File: config.mk
export PLATFORM = sky130hd
export DESIGN_NAME = uart_tx
export DESIGN_NICKNAME = d
export VERILOG_FILES = /design/src/rtl/uart_tx.sv
export SDC_FILE = /design/constraint.sdc
export NUM_CORES = 1
export LEC_CHECK = 0
export BUFFER_PORTS_ARGS = -buffer_cell sky130_fd_sc_hd__buf_2
export CORE_ASPECT_RATIO = 2
export CORE_MARGIN = 1.5
export CORE_UTILIZATION = 55
export DETAILED_ROUTE_END_ITERATION = 16
export GPL_ROUTABILITY_DRIVEN = 0
export PLACE_DENSITY = 0.76
export SETUP_SLACK_MARGIN = 0.02
export SLEW_MARGIN = 20
export SYNTH_ARGS = -nofsm -noshare
export SYNTH_HDL_FRONTEND = slang
export SYNTH_SLANG_ARGS = --single-unit
export TNS_END_PERCENT = 5
File: constraint.sdc
create_clock -name clk -period 8.8 [get_ports clk]
set_input_delay 0.44 -clock clk [delete_from_list [all_inputs] [get_ports clk]]
set_output_delay 0.44 -clock clk [all_outputs]
set_load 0.005 [all_outputs]
File: src/rtl/uart_tx.sv
// UART transmitter: one byte per ready/valid handshake, sent LSB-first with
// start bit, optional odd/even parity and one or two stop bits. Line idles high.
module uart_tx (
  input  logic        clk,
  input  logic        reset,
  input  logic [1:0]  io_config_dataType,
  input  logic        io_config_stopType,
  input  logic [1:0]  io_config_parityType,
  input  logic [19:0] io_config_clockDivider,
  input  logic        io_data_valid,
  output logic        io_data_ready,
  input  logic [7:0]  io_data_bits,
  output logic        io_tx,
  output logic        io_busy
);

  typedef enum logic [2:0] {IDLE, START, DATA, PARITY, STOP} state_t;

  state_t      state_q, state_d;
  logic        tx_q, tx_d;
  logic [19:0] cnt_q, cnt_d;
  logic [2:0]  bit_idx_q, bit_idx_d;
  logic        stop_idx_q, stop_idx_d;
  logic [7:0]  shift_q, shift_d;
  logic        stop_type_q, stop_type_d;
  logic [1:0]  par_type_q, par_type_d;
  logic [19:0] div_q, div_d;

  logic xfer, bit_end, par_en;
  logic unused_data_type;

  // Data width is fixed at 8 bits; the data-type field is accepted but not decoded.
  assign unused_data_type = ^io_config_dataType;

  assign io_data_ready = (state_q == IDLE);
  assign io_busy       = (state_q != IDLE);
  assign io_tx         = tx_q;

  assign xfer    = io_data_valid && (state_q == IDLE);
  assign bit_end = (cnt_q == 20'd0);
  assign par_en  = (par_type_q == 2'd1) || (par_type_q == 2'd2);

  always_comb begin
    state_d     = state_q;
    cnt_d       = cnt_q;
    bit_idx_d   = bit_idx_q;
    stop_idx_d  = stop_idx_q;
    shift_d     = shift_q;
    stop_type_d = stop_type_q;
    par_type_d  = par_type_q;
    div_d       = div_q;

    if (state_q == IDLE) begin
      if (xfer) begin
        state_d     = START;
        shift_d     = io_data_bits;
        stop_type_d = io_config_stopType;
        par_type_d  = io_config_parityType;
        div_d       = io_config_clockDivider;
        cnt_d       = io_config_clockDivider;
        bit_idx_d   = 3'd0;
        stop_idx_d  = 1'b0;
      end
    end else if (!bit_end) begin
      cnt_d = cnt_q - 20'd1;
    end else begin
      // Reload rather than decrement from zero: each bit lasts div+1 cycles.
      cnt_d = div_q;
      case (state_q)
        START: begin
          state_d   = DATA;
          bit_idx_d = 3'd0;
        end
        DATA: begin
          if (bit_idx_q == 3'd7) begin
            state_d    = par_en ? PARITY : STOP;
            stop_idx_d = 1'b0;
          end else begin
            bit_idx_d = bit_idx_q + 3'd1;
          end
        end
        PARITY: begin
          state_d    = STOP;
          stop_idx_d = 1'b0;
        end
        STOP: begin
          if (stop_idx_q == stop_type_q) state_d = IDLE;
          else                           stop_idx_d = 1'b1;
        end
        default: state_d = IDLE;
      endcase
    end

    // Line level is derived from the next state so io_tx stays a plain flop.
    case (state_d)
      START:   tx_d = 1'b0;
      DATA:    tx_d = shift_d[bit_idx_d];
      PARITY:  tx_d = (par_type_q == 2'd2) ? ^shift_q : ~^shift_q;
      default: tx_d = 1'b1;
    endcase
  end

  always_ff @(posedge clk) begin
    if (reset) begin
      state_q     <= IDLE;
      tx_q        <= 1'b1;
      cnt_q       <= 20'd0;
      bit_idx_q   <= 3'd0;
      stop_idx_q  <= 1'b0;
      shift_q     <= 8'd0;
      stop_type_q <= 1'b0;
      par_type_q  <= 2'd0;
      div_q       <= 20'd0;
    end else begin
      state_q     <= state_d;
      tx_q        <= tx_d;
      cnt_q       <= cnt_d;
      bit_idx_q   <= bit_idx_d;
      stop_idx_q  <= stop_idx_d;
      shift_q     <= shift_d;
      stop_type_q <= stop_type_d;
      par_type_q  <= par_type_d;
      div_q       <= div_d;
    end
  end

endmodule

==> results of run 1 <==
[stage by stage]
step                utilization [%]  std cells  total power [mW]  cell area, um2
floorplan                         -        396            0.4214            3095
detailed placement            60.36        466            0.4587            3272
finish                        63.48        480            0.6545            3441
global placement              60.27        466            0.4543            3267
CTS                           63.11        479            0.6584            3421
global route                  63.48        480            0.6914            3441
[state kept, by name, indices dropped and copies added (netlist names)]
signal       flops
bit_idx_q        3
shift_q          8
io_tx            1
par_type_q       2
stop_idx_q       1
div_q           20
state_q          3
stop_type_q      1
cnt_q           20
[synthesized netlist by cell type (all sizes together) (3+ instances only)]
cell	number
nand2	82
dfxtp	59
a21oi	39
nor2	30
a211oi	26
clkbuf	24
mux2i	14
xnor2	14
nor3	12
o21ai	9
a31oi	8
inv	8
buf	5
nand3	5
or4	5
nor4	4
o211ai	4
xor2	4
a31o	3
ha	3
nand3b	3
nand4b	3
nor3b	3
or3	3
[layer usage]
metal,global-route usage [%],vias up
met1,26.63,1418
li1,-,1451
met3,6.406,9
met4,10.03,0
met2,47.73,73
met5,0,-
[worst max path at each step]
stage	endpoint	slack [ns]	depth (start not counted)
3_3_place_gp	io_tx	5.06	9
5_1_grt	io_tx	5.23	10
3_5_place_dp	io_tx	5.39	9
4_1_cts	io_tx	5.37	9
2_1_floorplan	io_tx	6.01	11
6_report	io_tx	5.39	9
[layout by cell type (no fill, tap or decap), drive strengths merged, types with 5 or more instances in the layout]
cell type / Yosys / final
clkbuf: 24 / 13
xnor2: 14 / 14
a21oi: 39 / 39
a31oi: 8 / 8
nor3: 12 / 12
nand3: 5 / 5
buf: 5 / 40
mux2i: 14 / 14
dfxtp: 59 / 59
a211oi: 26 / 26
o21ai: 9 / 9
nand2: 82 / 82
or4: 5 / 5
nor2: 30 / 30
inv: 8 / 8
[power by group]
group          internal [mW]  switching, mW
registers              0.289         0.0208
clock network          0.105         0.0948
logic                 0.0601         0.0848
[final cells by class]
type	count	area (um2)	share of cell area, %
inverter	8	30.03	0.8727
multi-input combinational	300	1783	51.82
clock buffer	13	148.9	4.327
sequential	59	1181	34.33
tap	60	75.07	2.182
timing repair buffer	40	222.7	6.473
[cells by family after synthesis]
group           Yosys count  synth area share, %
mux                      14                4.527
compound gates          105                22.11
simple gates            160                24.25
fa+ha+maj                 3                1.213
buf+inv                  37                4.648
flops                    59                38.16
xor+xnor                 18                5.093
[worst max-delay path: stages (launching register included)]
cell and delay [ns]:
dfxtp_1 0.35, inv_1 0.07, ha_1 0.20, or4b_1 0.59, or4_1 0.61, nor2_4 0.59
nand2_1 0.11, o31a_1 0.29, nor4_1 0.32, a31oi_1 0.13
==> flow_summary_export.csv, run 1 <==
group,metric,value,unit
status,status,"complete, no violations",
drt,top_layer_used,"met4",
logic_synthesis,yosysTopAreaCell,"dfxtp_1",
drt,wl_met3,338,um
final_layout,area_growth,11.16,%
final_layout,drive_above_1_share,14.29,%
logic_synthesis,synth_edf_count,0,
cts,htreeDepth,3,
logic_synthesis,yosysSeqAreaShare,38.16,%
die,die_h,109.1,um
timing,period_share,38.71,%
worst_setup_path,reg2reg_depth,9,
logic_synthesis,yosysTopAreaCellShare,38.16,%
worst_setup_path,crit_start,"cnt_q[0]",
timing,min_period,3.406,ns
die,die_w,56.05,um
cts,clkTransAtPathRegs,0.06,ns
cts,clkLatencyLatePin,0.34,ns
worst_setup_path,worstReg2RegStart,"cnt_q[0]",
drt,routedWlPerCell,15.29,um
timing,finalSetupTns,0,ns
drt,vias_per_cell,6.148,
worst_setup_path,worstPathRequired,9.02,ns
timing,worst_pin_slew,0.6856,ns
grt,antenna_found_initial,0,
cts,cts-buffers-inserted,9,
worst_setup_path,r2r_slack,5.39,ns
cts,cts_root_buf,"clkbuf_8",
power,p_leak,1.318,nW
cts,clockBufferDepth,2,
timing,hold_ws,0.3339,ns
logic_synthesis,syn_area,3095,um2
grt,grt_overflow,0,
place,dp_slack,5.392,ns
timing,drv_slew,0,
logic_synthesis,synth_cell_types,49,
cts,cts_hold_buf,0,
drt,via_count,2951,
worst_setup_path,worstPathMaxFanout,29,
logic_synthesis,synth_top_flop_cell,"dfxtp_1",
final_layout,antenna_cells,0,
power,peakVddDrop,0.1623,mV
drt,drt-initial-drc-count,100,
timing,hold_violations,0,
drt,wirelength,7338,um
cts,cts_tree,"built",
drt,ant_nets,0,
worst_setup_path,reg2reg_to,"io_tx",
die,dieArea,6114,um2
worst_setup_path,end_kind,"register",
flow_run,max-cap-violations,0,
timing,finalSetupViolCount,0,
timing,maxSlewHeadroom,54.18,%
power,power_density,190.2,nW/um2
final_layout,fin_nets,457,
logic_synthesis,syn_avg_cell_area,7.817,um2
worst_hold_path,min_from,"io_config_parityType[0]",
drt,wl_met1,2946,um
cts,cts_setup_buffers,0,
logic_synthesis,synth_fp_nets,435,
grt,grt_max_degree,61,
final_layout,fillers,525,
die,initial_utilization,57.11,%
timing,fin_skew,0.008196,ns
drt,drcViolationCount,0,
logic_synthesis,synth_warnings,0,
worst_hold_path,hold_end,"par_type_q[0]",
cts,clock_sink_count,59,
place,place_hpwl,4841,um
timing,layout_setup_ws,5.394,ns
timing,max_freq,293.6,MHz
drt,drt_first_pass_iters,4,
cts,cts_resized,0,
die,core_area,5420,um2
drt,dr_wl_met2,3941,um
worst_hold_path,whs_path_depth,3,
place,io_buffers,36,
grt,grt_usage,25.48,%
worst_setup_path,crit_arrival,3.63,ns
logic_synthesis,synth_seq_cells,59,
logic_synthesis,synth_area_leaders,"dfxtp_1 38%, nand2_1 9.8%, a21oi_1 6.3%",
grt,first_global_vias,2756,
worst_setup_path,path_class,"register to register",
logic_synthesis,synthCells,396,
worst_setup_path,start_kind,"register",
die,io_pins,39,
die,std_cell_rows,38,
logic_synthesis,async_flop_share,0,%
grt,grt_pass1_wl,12170,um
worst_hold_path,hold_class,"input pin to register",
timing,rsz0062_at_grt,"no",
Note: power is estimated with default switching activity, not from simulation.
==> run 2, diff against run 1 <==
==> constraint.sdc (replaced) <==
create_clock -name clk -period 3.5 [get_ports clk]
set_input_delay 0.175 -clock clk [delete_from_list [all_inputs] [get_ports clk]]
set_output_delay 0.175 -clock clk [all_outputs]
set_load 0.005 [all_outputs]
==> flow_summary_export.csv, run 2 (same netlist as run 1, synthesis figures left out) <==
group,metric,value,unit
cts,cts-buffers-inserted,9,
drt,drcViolationCount,0,
timing,hold_ws,0.05561,ns
worst_setup_path,path_class,"register to register",
final_layout,fin_area,3507,um2
timing,drv_slew,0,
worst_setup_path,path_cells,"inv_1, ha_1, or4b_1, nor4_4, nand4b_1, a32oi_2, mux2i_1, a211oi_1, nor4_1, a31oi_1",
power,pwr-share-clk,32.7,%
power,p_seq_share,45.6,%
grt,first_global_vias,2822,
power,sw_frac_of_total,31.07,%
worst_setup_path,crit_arrival,3.29,ns
grt,grt_overflow,0,
cts,clkLatencyLatePin,0.35,ns
timing,maxSlewHeadroom,58.93,%
worst_hold_path,hold_class,"input pin to register",
place,place_hpwl,5033,um
die,dieArea,6114,um2
final_layout,final-seq-area,1181,um2
worst_setup_path,worstPathMaxFanout,7,
cts,cts_tree,"built",
grt,grt_pass1_wl,12500,um
power,peakVddDrop,0.4077,mV
final_layout,area_growth,13.30,%
worst_setup_path,crit_slowest_cell,"or4b_1",
timing,max_freq,326.9,MHz
grt,grt_usage,26.16,%
drt,vias_per_cell,5.931,
drt,routedWlPerCell,15.03,um
timing,fin_skew,0.008775,ns
cts,htreeDepth,3,
drt,wirelength,7381,um
place,placed_cells,475,
final_layout,drive_above_1_share,16.47,%
cts,cts_setup_buffers,0,
timing,hold_violations,0,
status,status,"complete, no violations",
cts,clock_sink_count,59,
drt,ant_nets,0,
grt,grt_max_degree,45,
power,power,1.708,mW
worst_setup_path,start_kind,"register",
power,power_frac_comb,21.7,%
timing,finalSetupViolCount,0,
final_layout,layout_commonest_cell,"nand2_1",
power,power_density,487.0,nW/um2
drt,drt_first_pass_iters,4,
timing,min_period,3.059,ns
die,die_w,56.05,um
final_layout,top_regs,"cnt_q (20), div_q (20), shift_q (8)",
drt,drt-initial-drc-count,95,
flow_run,max-cap-violations,0,
final_layout,antenna_cells,0,
timing,finalSetupTns,0,ns
timing,rsz0062_at_grt,"no",
final_layout,fin_nets,465,
die,initial_utilization,57.11,%
final_layout,instances_no_fill,491,
drt,via_count,2912,
worst_setup_path,end_kind,"register",
power,p_leak,1.368,nW
worst_setup_path,worstPathRequired,3.73,ns
cts,cts_resized,0,
timing,period_share,87.40,%
cts,clkTransAtPathRegs,0.07,ns
timing,worst_pin_slew,0.6161,ns
power,p_switching,0.5306,mW
cts,cts_root_buf,"clkbuf_8",
die,io_pins,39,
power,p_int,1.177,mW
cts,clockBufferDepth,2,
cts,cts_hold_buf,0,
grt,antenna_found_initial,0,
place,placedInstanceArea,3334,um2
die,std_cell_rows,38,
final_layout,multiInputGateArea,1778,um2
die,die_h,109.1,um
place,io_buffers,36,
final_layout,fillers,529,
worst_setup_path,max_stage_delay,0.60,ns
final_layout,mostFrequentLayoutCells,"81 x nand2_1, 59 x dfxtp_1, 39 x a21oi_1, 36 x buf_2, 29 x nor2_1",
die,core_area,5420,um2
[run 2: stage by stage]
step | util [%] | worst slack (ns)
6_report | 64.70 | 0.4409
3_5_place_dp | 61.52 | 0.4662
5_1_grt | 64.70 | 0.2253
4_1_cts | 64.70 | 0.4488
3_3_place_gp | 61.52 | 0.5298
2_1_floorplan | - | 0.7114
[run 2: area by class of cell]
class	count	area share (%)
well taps	60	2.141
repair buffers	48	7.706
clock buffers	14	4.638
flip-flops and latches	59	33.68
inverters	8	0.8562
multi-input cells	300	50.70
clock inverters	2	0.2854
[run 2: critical path, delay by kind of cell, from the launching register on]
family	cells	cell delay, ns
compound gates	3	0.63
fa+ha+maj	1	0.20
buf+inv	1	0.07
flops	1	0.34
mux	1	0.23
simple gates	4	1.45
[run 2: worst paths after layout]
check                   from    endpoint  slack (ns)  cells after the start
max                 cnt_q[0]       io_tx        0.44                     10
min          io_data_bits[5]  shift_q[5]        0.06                      3
max reg2reg         cnt_q[0]       io_tx        0.44                     10
min reg2reg        div_q[16]   div_q[16]        0.45                      2
[run 2: power by group through the flow]
| stage | logic (mW) | registers [mW] | clock network, mW |
|---|---|---|---|
| final | 0.371 | 0.778 | 0.558 |
| after detailed placement | 0.370 | 0.792 | 0 |
| after global placement | 0.362 | 0.790 | 0 |
| after CTS | 0.373 | 0.778 | 0.565 |
| after floorplan | 0.283 | 0.776 | 0 |
| after global routing | 0.417 | 0.787 | 0.591 |
[run 2: layer usage]
metal | GRT usage, % | wire [um] | vias to the layer above
met3 | 4.508 | 214 | 15
met4 | 15.82 | 215 | 0
met5 | 0 | 0 | -
met2 | 47.90 | 3949 | 54
li1 | - | - | 1473
met1 | 27.19 | 3002 | 1370
==> run 3, diff against run 2 <==
--- a/config.mk
+++ b/config.mk
@@ -11,6 +11,7 @@
 export CORE_UTILIZATION = 55
 export DETAILED_ROUTE_END_ITERATION = 16
 export GPL_ROUTABILITY_DRIVEN = 0
+export MAX_ROUTING_LAYER = met4
 export PLACE_DENSITY = 0.76
 export SETUP_SLACK_MARGIN = 0.02
 export SLEW_MARGIN = 20
==> constraint.sdc (replaced) <==
create_clock -name clk -period 3.65 [get_ports clk]
set_input_delay 0.1825 -clock clk [delete_from_list [all_inputs] [get_ports clk]]
set_output_delay 0.1825 -clock clk [all_outputs]
set_load 0.005 [all_outputs]
==> flow_summary_export.csv, run 3 (same netlist as run 1, synthesis figures left out) <==
group,metric,value,unit
cts,clkTransAtPathRegs,0.06,ns
drt,wirelength,7507,um
worst_setup_path,path_cells,"inv_1, ha_1, or4b_1, or4_1, nor2_2, nand2_1, o31a_1, nor4_1, a31oi_1",
cts,cts-buffers-inserted,9,
grt,grt_usage,27.14,%
cts,cts_resized,0,
die,core_area,5420,um2
final_layout,drive_above_1_share,16.39,%
drt,drt-initial-drc-count,91,
flow_run,max-cap-violations,0,
worst_setup_path,worstPathMaxFanout,10,
die,dieArea,6114,um2
cts,htreeDepth,3,
worst_hold_path,hold_class,"input pin to register",
power,peakVddDrop,0.6132,mV
grt,grt_max_degree,61,
power,power_density,484.1,nW/um2
drt,routedWlPerCell,15.41,um
timing,rsz0062_at_grt,"no",
die,die_w,56.05,um
cts,clockBufferDepth,2,
timing,finalSetupTns,0,ns
final_layout,fin_nets,463,
die,die_h,109.1,um
worst_setup_path,worstReg2RegStart,"cnt_q[0]",
worst_setup_path,path_class,"register to register",
worst_setup_path,path_buf_inv,1,
final_layout,layout_commonest_cell,"nand2_1",
worst_setup_path,crit_slowest_cell,"or4b_1",
drt,drt_first_pass_iters,4,
drt,drcViolationCount,0,
worst_setup_path,start_kind,"register",
drt,ant_nets,0,
final_layout,instances_no_fill,487,
final_layout,fillers,515,
worst_setup_path,critical-path-top-delay-family,"simple AND/OR/NAND/NOR gates",
worst_setup_path,max_stage_delay,0.60,ns
timing,worst_pin_slew,0.6043,ns
worst_setup_path,end_kind,"register",
grt,first_global_vias,2916,
final_layout,top_regs,"cnt_q (20), div_q (20), shift_q (8)",
drt,via_count,2939,
status,status,"complete, no violations",
cts,clkLatencyLatePin,0.35,ns
place,dp_slack,0.4625,ns
timing,finalSetupViolCount,0,
cts,cts_hold_buf,0,
timing,period_share,88.86,%
die,std_cell_rows,38,
timing,min_period,3.244,ns
grt,antenna_found_initial,0,
timing,hold_violations,0,
grt,grt_overflow,0,
worst_setup_path,worstPathRequired,3.87,ns
drt,vias_per_cell,6.035,
timing,fin_skew,0.007552,ns
cts,clock_sink_count,59,
timing,layout_setup_ws,0.4065,ns
final_layout,mostFrequentLayoutCells,"81 x nand2_1, 59 x dfxtp_1, 39 x a21oi_1, 36 x buf_2, 29 x nor2_1",
power,p_leak,1.379,nW
timing,max_freq,308.3,MHz
final_layout,area_growth,14.35,%
place,io_buffers,36,
place,placed_cells,472,
timing,maxSlewHeadroom,59.71,%
die,initial_utilization,57.11,%
worst_setup_path,crit_arrival,3.46,ns
worst_setup_path,crit_start,"cnt_q[0]",
final_layout,final_core_util,65.30,%
die,io_pins,39,
place,place_hpwl,5085,um
final_layout,antenna_cells,0,
cts,cts_root_buf,"clkbuf_8",
grt,grt_pass1_wl,12640,um
cts,cts_setup_buffers,0,
timing,drv_slew,0,
cts,cts_tree,"built",
worst_hold_path,min_from,"io_data_bits[5]",
-- run 3: cell count changes in the layout (fill, tap and decap cells not counted) --
cell | previous run | this run
clkbuf_8 | 11 | 12
buf_16 | 0 | 1
bufinv_16 | 0 | 1
clkinv_2 | 2 | 1
clkbuf_1 | 3 | 0
buf_4 | 12 | 9
-- run 3: path summary, 6_finish.rpt --
path / end / slack (ns) / cells after the start
max: io_tx / 0.41 / 9
min: shift_q[5] / 0.07 / 3
max reg2reg: io_tx / 0.41 / 9
min reg2reg: div_q[6] / 0.45 / 2
-- run 3: per-stage QoR --
stage / hold slack (ns) / cell area [um2] / total power, mW
detailed placement: 0.4291 / 3312 / 1.112
global placement: 0.4218 / 3312 / 1.100
floorplan: 0.3185 / 3095 / 1.016
CTS: 0.05956 / 3512 / 1.720
global route: 0.06947 / 3540 / 1.796
finish: 0.06648 / 3540 / 1.714
-- run 3: worst min-delay path, stage by stage --
cell and delay (ns):
buf_2 0.09, nand2_1 0.04, a21oi_1 0.05
-- run 3: cell type report --
type | instances | area (um2) | share of cell area [%]
clock buffers | 12 | 165.2 | 4.666
multi-input cells | 300 | 1778 | 50.23
repair buffers | 46 | 275.3 | 7.777
flip-flops and latches | 59 | 1181 | 33.37
inverters | 8 | 30.03 | 0.8484
clock inverters | 2 | 35.03 | 0.9898
well taps | 60 | 75.07 | 2.121
-- run 3: where the power goes --
group	switching, mW	total, mW	internal, mW
clock	0.248	0.610	0.362
sequential	0.0507	0.746	0.696
combinational	0.206	0.357	0.151
total	0.505	1.71	1.21
-- run 3: routing by layer --
layer	global-route usage [%]	wire length, um	up-vias
met5	-	0	-
met4	15.82	239	0
met3	4.864	273	18
met2	47.56	3991	56
met1	28.00	3003	1405
li1	-	-	1460
